[config.mk]
export PLATFORM = sky130hd
export DESIGN_NAME = cache_ctrl
export DESIGN_NICKNAME = d
export VERILOG_FILES = /design/src/rtl/cache_ctrl.sv
export SDC_FILE = /design/constraint.sdc
export NUM_CORES = 1
export LEC_CHECK = 0
export CAP_MARGIN = 20
export CORE_AREA = 2 2 161 163
export DETAILED_ROUTE_END_ITERATION = 8
export DIE_AREA = 0 0 163 165
export GPL_ROUTABILITY_DRIVEN = 1
export PLACE_DENSITY = 0.85
export SETUP_SLACK_MARGIN = 0.3
export SLEW_MARGIN = 30
export SYNTH_ARGS = -nofsm -noshare
export SYNTH_HDL_FRONTEND = slang
export SYNTH_SLANG_ARGS = --single-unit
[constraint.sdc]
create_clock -name CK -period 2.4 [get_ports CK]
set_clock_uncertainty 0.05 [all_clocks]
set_input_delay 0.36 -clock CK [delete_from_list [all_inputs] [get_ports CK]]
set_output_delay 0.36 -clock CK [all_outputs]
set_load 0.03 [all_outputs]
[src/rtl/cache_ctrl.sv]
// Direct-mapped, read-allocate, write-through/no-write-allocate cache controller.
// Drives external valid/tag/data arrays (1-cycle read latency) and a simple line-read / word-write bus.
module cache_ctrl #(
   parameter int INDEX_W    = 6,
   parameter int TAG_W      = 22,
   parameter int LINE_WORDS = 4,
   localparam int OFF_W     = $clog2(LINE_WORDS)
) (
   input  logic                     CK,
   input  logic                     rst,
   input  logic                     core_req,
   input  logic                     core_we,
   input  logic [31:0]              core_addr,
   input  logic [31:0]              core_wdata,
   input  logic [3:0]               core_wstrb,
   output logic [31:0]              core_rdata,
   output logic                     core_ready,
   output logic                     va_cs,
   output logic                     va_oe,
   output logic [INDEX_W-1:0]       va_idx,
   input  logic                     va_vbit,
   output logic                     ta_cs,
   output logic                     ta_we,
   output logic [INDEX_W-1:0]       ta_idx,
   output logic [TAG_W-1:0]         ta_wtag,
   input  logic [TAG_W-1:0]         ta_rtag,
   output logic                     da_cs,
   output logic [3:0]               da_we,
   output logic [INDEX_W+OFF_W-1:0] da_addr,
   output logic [31:0]              da_wdata,
   input  logic [31:0]              da_rdata,
   output logic                     mem_req,
   output logic                     mem_we,
   output logic [31:0]              mem_addr,
   output logic [31:0]              mem_wdata,
   output logic [3:0]               mem_wstrb,
   input  logic                     mem_ack,
   input  logic                     mem_rvalid,
   input  logic [31:0]              mem_rdata,
   output logic [31:0]              hit_cnt,
   output logic [31:0]              miss_cnt
);

   localparam int IDX_LO = OFF_W + 2;
   localparam logic [OFF_W-1:0] LAST = OFF_W'(LINE_WORDS - 1);

   typedef enum logic [2:0] {IDLE, CHECK, REFILL_REQ, REFILL, SET_VALID, WR_MEM} state_t;

   state_t              state, nxt;
   logic [31:0]         a_addr;
   logic                a_we;
   logic [31:0]         a_wdata;
   logic [3:0]          a_wstrb;
   logic [OFF_W-1:0]    beat;
   logic [31:0]         crit;
   logic                hit;

   logic [INDEX_W-1:0]  a_idx, r_idx;
   logic [TAG_W-1:0]    a_tag;
   logic [OFF_W-1:0]    a_off, r_off;

   assign a_idx = a_addr[IDX_LO +: INDEX_W];
   assign a_tag = a_addr[31 -: TAG_W];
   assign a_off = a_addr[2 +: OFF_W];
   assign r_idx = core_addr[IDX_LO +: INDEX_W];
   assign r_off = core_addr[2 +: OFF_W];
   assign hit   = va_vbit && (ta_rtag == a_tag);

   always_ff @(posedge CK or negedge rst) begin
      if (!rst) begin
         state    <= IDLE;
         a_addr   <= '0;
         a_we     <= 1'b0;
         a_wdata  <= '0;
         a_wstrb  <= '0;
         beat     <= '0;
         crit     <= '0;
         hit_cnt  <= '0;
         miss_cnt <= '0;
      end else begin
         state <= nxt;
         if (state == IDLE && core_req) begin
            a_addr  <= core_addr;
            a_we    <= core_we;
            a_wdata <= core_wdata;
            a_wstrb <= core_wstrb;
         end
         if (state == CHECK && hit)
            hit_cnt <= hit_cnt + 32'd1;
         if (state == CHECK && !hit && !a_we)
            miss_cnt <= miss_cnt + 32'd1;
         // Beats only count once REFILL is entered, so a beat alongside the request ack is dropped.
         if (state == REFILL && mem_rvalid) begin
            beat <= (beat == LAST) ? '0 : beat + 1'b1;
            if (beat == a_off)
               crit <= mem_rdata;
         end
      end
   end

   always_comb begin
      nxt        = state;
      core_rdata = '0;
      core_ready = 1'b0;
      va_cs      = 1'b0;
      va_oe      = 1'b0;
      va_idx     = '0;
      ta_cs      = 1'b0;
      ta_we      = 1'b0;
      ta_idx     = '0;
      ta_wtag    = '0;
      da_cs      = 1'b0;
      da_we      = '0;
      da_addr    = '0;
      da_wdata   = '0;
      mem_req    = 1'b0;
      mem_we     = 1'b0;
      mem_addr   = '0;
      mem_wdata  = '0;
      mem_wstrb  = '0;
      case (state)
         IDLE: if (core_req) begin
            va_cs   = 1'b1;
            va_oe   = 1'b1;
            va_idx  = r_idx;
            ta_cs   = 1'b1;
            ta_idx  = r_idx;
            da_cs   = 1'b1;
            da_addr = {r_idx, r_off};
            nxt     = CHECK;
         end
         CHECK: begin
            if (a_we) begin
               if (hit) begin
                  da_cs    = 1'b1;
                  da_we    = a_wstrb;
                  da_addr  = {a_idx, a_off};
                  da_wdata = a_wdata;
               end
               nxt = WR_MEM;
            end else if (hit) begin
               core_rdata = da_rdata;
               core_ready = 1'b1;
               nxt        = IDLE;
            end else begin
               nxt = REFILL_REQ;
            end
         end
         REFILL_REQ: begin
            mem_req  = 1'b1;
            mem_addr = {a_addr[31:IDX_LO], {IDX_LO{1'b0}}};
            if (mem_ack)
               nxt = REFILL;
         end
         REFILL: if (mem_rvalid) begin
            da_cs    = 1'b1;
            da_we    = 4'hF;
            da_addr  = {a_idx, beat};
            da_wdata = mem_rdata;
            // Tag goes in with the last beat; the valid bit follows a cycle later.
            if (beat == LAST) begin
               ta_cs   = 1'b1;
               ta_we   = 1'b1;
               ta_idx  = a_idx;
               ta_wtag = a_tag;
               nxt     = SET_VALID;
            end
         end
         SET_VALID: begin
            va_cs      = 1'b1;
            va_idx     = a_idx;
            core_rdata = crit;
            core_ready = 1'b1;
            nxt        = IDLE;
         end
         WR_MEM: begin
            mem_req   = 1'b1;
            mem_we    = 1'b1;
            mem_addr  = {a_addr[31:2], 2'b00};
            mem_wdata = a_wdata;
            mem_wstrb = a_wstrb;
            if (mem_ack) begin
               core_ready = 1'b1;
               nxt        = IDLE;
            end
         end
         default: nxt = IDLE;
      endcase
   end

endmodule

# Word level (Yosys, flattened, before mapping)
# Index checks and enable logic that the tools add are counted.
[word_totals]
regBits = 170
latch_bits = 0
ramBits = 0
rom_bits = 0
output_inout_bits = 250
word_cells = 89
n_memories = 0
[classes]
n_addsub = 3
multipliers = 0
n_div = 0
magnitude_cmp = 0
n_eq_ne = 13
n_shift = 0
n_mux = 52
bitwise = 0
reduce_logical = 12
[ops]
columns = ["op", "count"]
rows = [
  ["2-to-1 mux 32 bit", 6],
  ["case mux 32 bit (2 select lines)", 3],
  ["2-to-1 mux 22 bit", 3],
  ["adder 32 x 1 -> 32 bit, second input constant", 2],
  ["2-to-1 mux 8 bit", 4],
  ["case mux 6 bit (2 select lines)", 2],
  ["case mux 8 bit (3 select lines)", 1],
  ["== test 22 bit", 1],
  ["2-to-1 mux 3 bit", 6],
  ["2-to-1 mux 6 bit", 3],
  ["2-to-1 mux 4 bit", 4],
  ["case mux 3 bit (5 select lines)", 1],
  ["2-to-1 mux 1 bit", 12],
  ["!= test 2 bit, second input constant", 4],
  ["case mux 4 bit (2 select lines)", 1],
  ["== test 3 x 2 -> 1 bit, second input constant", 2],
  ["== test 3 bit, second input constant", 2],
  ["logical AND 1 bit", 6],
  ["case mux 1 bit (3 select lines)", 2],
  ["AND reduction 5 bit", 1],
  ["2-to-1 mux 2 bit", 2],
  ["case mux 1 bit (2 select lines)", 2],
  ["== test 3 x 1 -> 1 bit, second input constant", 1],
  ["zero test 3 bit", 1],
  ["other kinds (7)", 8],
]

# Depth between registers and ports, before layout
[logic_depth]
depth_word = 5
mapped_depth = 9
mapped_depth_nobuf = 6

# Worst setup path after synthesis
# No wires, ideal clock.
[synth_timing]
path_kind = "reg2out"
startpoint = "reg a_addr[24]"
endpoint = "out core_ready"
arrival_ns = 2.135
required_ns = 1.990
setup_slack_ns = -0.145
stages_incl_launch_ff = 9
path_buffers = 2
cell_sequence = "dfrtp_1 xnor2_1 nand4_1 nor4b_1 and3_1 clkbuf_1 clkbuf_1 nand2_1 a21oi_1"
[synth_between]
elab_chain_cells = 5
[synth_rtl]
columns = ["element", "line_no", "rtl"]
rows = [
  ["start, declared", "50", "logic [31:0] a_addr;"],
  ["start signal, assigned", "83", "a_addr <= core_addr;"],
  ["== test 22 bit", "67", "assign hit = va_vbit && (ta_rtag == a_tag);"],
  ["logical AND 1 bit", "67", ""],
  ["2-to-1 mux 1 bit", "141", "end else if (hit) begin"],
  ["2-to-1 mux 1 bit", "133", "if (a_we) begin"],
  ["case mux 1 bit (3 select lines)", "121", "case (state)"],
  ["end, declared", "17", "output logic core_ready,"],
]
# Every way passes these cells.

# Final worst setup path
[layout_timing]
startpoint = "in ta_rtag[5]"
endpoint = "out core_rdata[30]"
[layout_between]
elab_chain_cells = 5
[layout_rtl]
columns = ["element", "line_no", "rtl"]
rows = [
  ["start, declared", "26", "input logic [TAG_W-1:0] ta_rtag,"],
  ["== test 22 bit", "67", ""],
  ["logical AND 1 bit", "67", ""],
  ["2-to-1 mux 32 bit", "141", ""],
  ["2-to-1 mux 32 bit", "133", ""],
  ["case mux 32 bit (2 select lines)", "121", ""],
  ["end, declared", "16", "output logic [31:0] core_rdata,"],
]
# Every way passes these cells.

==> flow_summary.json <==
{
  "status": "finished with violations",
  "violations": "setup timing",
  "clk_pin_slew_ps": 80,
  "yosys.area_share.simple": 0.270,
  "p_int_w": 0.00955,
  "endpoint_kind": "output port",
  "syn_inst": 942,
  "ioPinCount": 411,
  "grt-ovfl-total": 0,
  "start_kind": "primary input",
  "path_buf_inv": 5,
  "r2r_end": "hit_cnt[11]$_DFFE_PN0P_",
  "pre_cts_ws_ps": -680,
  "max_stage_delay_ps": 490,
  "cts_tree": "built",
  "finalCritPeriodShare": 1.24,
  "combPwrFrac": 0.539,
  "rrSetupSlack_ps": -170,
  "antenna_found_initial": 1,
  "cp_max_fo": 8,
  "switchingPower_w": 0.00679,
  "clock_latency_ps": 430,
  "hold_class": "in2async",
  "layout_setup_ws_ps": -581,
  "synth_edf_count": 0,
  "hpwl_mm": 24.4,
  "max_slew.worst_pin.slew_ps": 763,
  "first_iter_violations": 747,
  "hold_violations": 0,
  "yosys_warnings": 0,
  "synthMuxAreaShare": 0.0456,
  "switching_share": 0.416,
  "drt_pre_antenna_iters": 5,
  "rr_startpoint": "a_addr[29]$_DFFE_PN0P_",
  "synthArstFlopShare": 1.00,
  "ys_types": 45,
  "start_util": 0.354,
  "die_area_sq_um": 26900,
  "slew_headroom": 0.491,
  "gp_congestion": 0.828,
  "rsz0062_at_grt": "true",
  "netlist_area_sq_um": 8860,
  "grt_max_degree": 66,
  "final-setup-viol-count": 196,
  "fmax_ghz": 0.335,
  "die_h_um": 165,
  "cp_top_family": "buffers and inverters",
  "ir_drop_v": 0.000668,
  "cts-buffers-inserted": 17,
  "crit_top_cell": "buf_12",
  "cts_max_path_buffers": 2,
  "grt_pass1_vias": 9581,
  "layout_commonest_cell": "nand2_1",
  "avgViaCountPerCell": 5.46,
  "ctsHtreeMaxLevel": 4,
  "max-cap-violations": 0,
  "clock_sinks": 168,
  "leakagePower_nw": 8.68,
  "rr_worst_depth": 10,
  "crit_chain": "clkdlybuf4s50_1 -> xnor2_1 -> nand4_1 -> nor3_2 -> buf_4 -> and3_1 -> and2_4 -> buf_12 -> buf_12 -> a22o_2 -> buf_6",
  "cp.depth": 11,
  "routed_wl_mm": 45.1,
  "drive_above_1_share": 0.474,
  "fillers": 1514,
  "worstSetupPathType": "in2out",
  "wl_per_cell_um": 24.6,
  "grt_pass1_wl_mm": 56.7,
  "grt_use_total": 0.280,
  "core_sq_um": 25000,
  "die_w_um": 163,
  "worstPathRequired_ps": 1990,
  "placed_cells": 1678,
  "clock_power_share": 0.163,
  "area_delta_synth_final_pct": 105,
  "yosysTopAreaCell": "dfrtp_1",
  "synth_top_family_by_area": "simple AND/OR/NAND/NOR gates",
  "cp-startpoint": "ta_rtag[5]",
  "fin_hold_ws_ps": 354,
  "fin_crit_ps": 2980,
  "ys_top_cells_by_area": "dfrtp_1 (47%), nand2_1 (11%), a22o_1 (6.9%)",
  "rows": 58,
  "synth_top_area_frac": 0.474,
  "synth_xor_area_frac": 0.0860,
  "layout.cells.non_filler": 1830,
  "vias": 9984,
  "setup.worst_path.end": "core_rdata[30]",
  "final_nets": 1650,
  "layout_common_cells": "nand2_1 (228), clkdlybuf4s50_1 (221), buf_6 (172), dfrtp_1 (153), buf_4 (123)",
  "ys_ff_latch": 168,
  "syn_area_per_cell_sq_um": 9.41,
  "seq_power_share": 0.298,
  "slew_viol_final": 0,
  "synth_compound_area_frac": 0.0819,
  "ys_seq_area_frac": 0.474,
  "root_buffer": "clkbuf_16",
  "p_per_area_nw_per_um2": 900,
  "synth-main-ff-cell": "dfrtp_1",
  "cp_slowest_cell": "clkdlybuf4s50_1",
  "cp_data_arrival_time_ps": 2570,
  "remaining_drc_errors": 0,
  "io_buffers": 406,
  "ant_nets": 0,
  "finalSetupTns_ps": -53150,
  "synthAdderAreaFrac": 0.00423
}
[per-layer routing]
metal  GRT usage  up-vias  part of all wire
met3      0.0650      170             0.077
met5           0        -                 0
li1            -     4307                 -
met2       0.492      548              0.51
met1       0.315     4959              0.35
met4       0.153        0             0.066
[worst reg2reg max path, cell delays in order, from the launching register on]
cell	delay, ps
dfrtp_1	430
xnor2_1	320
nand4_1	220
nor4b_4	370
nand3_2	170
buf_6	170
buf_6	110
buf_12	160
buf_6	140
nor4_4	170
xor2_1	190
[cell families after synthesis]
family                   count (synthesis)
AO/OA/AOI/OAI                           88
XOR/XNOR                                87
adder cells (fa/ha/maj)                  3
buffers and inverters                   80
flip-flops                             168
multiplexers                            36
other                                    1
AND/OR/NAND/NOR                        479
[flip-flops by register name, indices dropped and copies added (netlist names)]
name      flops
a_addr       30
a_wdata      32
a_we          1
a_wstrb       4
beat          2
crit         32
hit_cnt      32
miss_cnt     32
state         3
[how the worst min path moves through the flow]
stage                     depth (start not counted)                       end
after CTS                                         2   miss_cnt[8]$_DFFE_PN0P_
after global routing                              2  miss_cnt[10]$_DFFE_PN0P_
after detailed placement                          1  miss_cnt[10]$_DFFE_PN0P_
after global placement                            1     a_addr[9]$_DFFE_PN0P_
final                                             2  miss_cnt[10]$_DFFE_PN0P_
after floorplan                                   0    a_addr[10]$_DFFE_PN0P_
[area by class of cell]
cell class | instances | area [sq um] | area share
Clock inverter | 14 | 116 | 0.00641
Clock buffer | 18 | 429 | 0.0237
Inverter | 14 | 65.1 | 0.00359
Multi-Input combinational cell | 695 | 6240 | 0.344
Sequential cell | 168 | 4220 | 0.233
Tap cell | 330 | 413 | 0.0228
Antenna cell | 1 | 2.50 | 0.000138
Timing Repair Buffer | 590 | 6660 | 0.367
[per-stage QoR]
step | util | total power, W | cell area, sq um
after floorplan | - | 0.00813 | 9820
after global placement | 0.575 | 0.0107 | 14400
after detailed placement | 0.575 | 0.0109 | 14400
after CTS | 0.662 | 0.0151 | 16600
after global routing | 0.725 | 0.0170 | 18100
final | 0.725 | 0.0163 | 18100
[synth_stat cells (all sizes together), types with 2 or more instances]
| cell | instances |
|---|---|
| nor4b | 7 |
| nand2b | 2 |
| nand3b | 2 |
| nor4 | 22 |
| nor3 | 28 |
| xor2 | 47 |
| nand2 | 257 |
| inv | 14 |
| ha | 3 |
| and2 | 25 |
| nand4 | 17 |
| buf | 22 |
| nand4b | 2 |
| or3 | 2 |
| and4 | 4 |
| nor3b | 2 |
| clkbuf | 44 |
| nor2b | 28 |
| or2 | 3 |
| a22o | 70 |
| xnor2 | 40 |
| nor2 | 12 |
| a21o | 7 |
| nand3 | 16 |
| o21ai | 5 |
| a21oi | 4 |
| and3 | 47 |
| mux2 | 35 |
| dfrtp | 168 |
[power by group through the flow]
stage	combinational [W]	clock, W	sequential, W
final	0.00881	0.00266	0.00487
after global routing	0.00919	0.00280	0.00496
after CTS	0.00767	0.00268	0.00477
after detailed placement	0.00614	0	0.00480
after global placement	0.00596	0	0.00476
after floorplan	0.00348	0	0.00466
[timing repair]
| item | CTS | global route |
|---|---|---|
| hold buffers | 1 | 0 |
| pin swaps | 24 | 88 |
| gates cloned | 15 | 11 |
| endpoints found under the setup margin | 301 | 312 |
| endpoints found under the hold margin | 38 | 0 |
| setup buffers | 41 | 51 |
| resized for setup | 324 | 209 |
No activity file was read; power rests on OpenSTA's default activity.
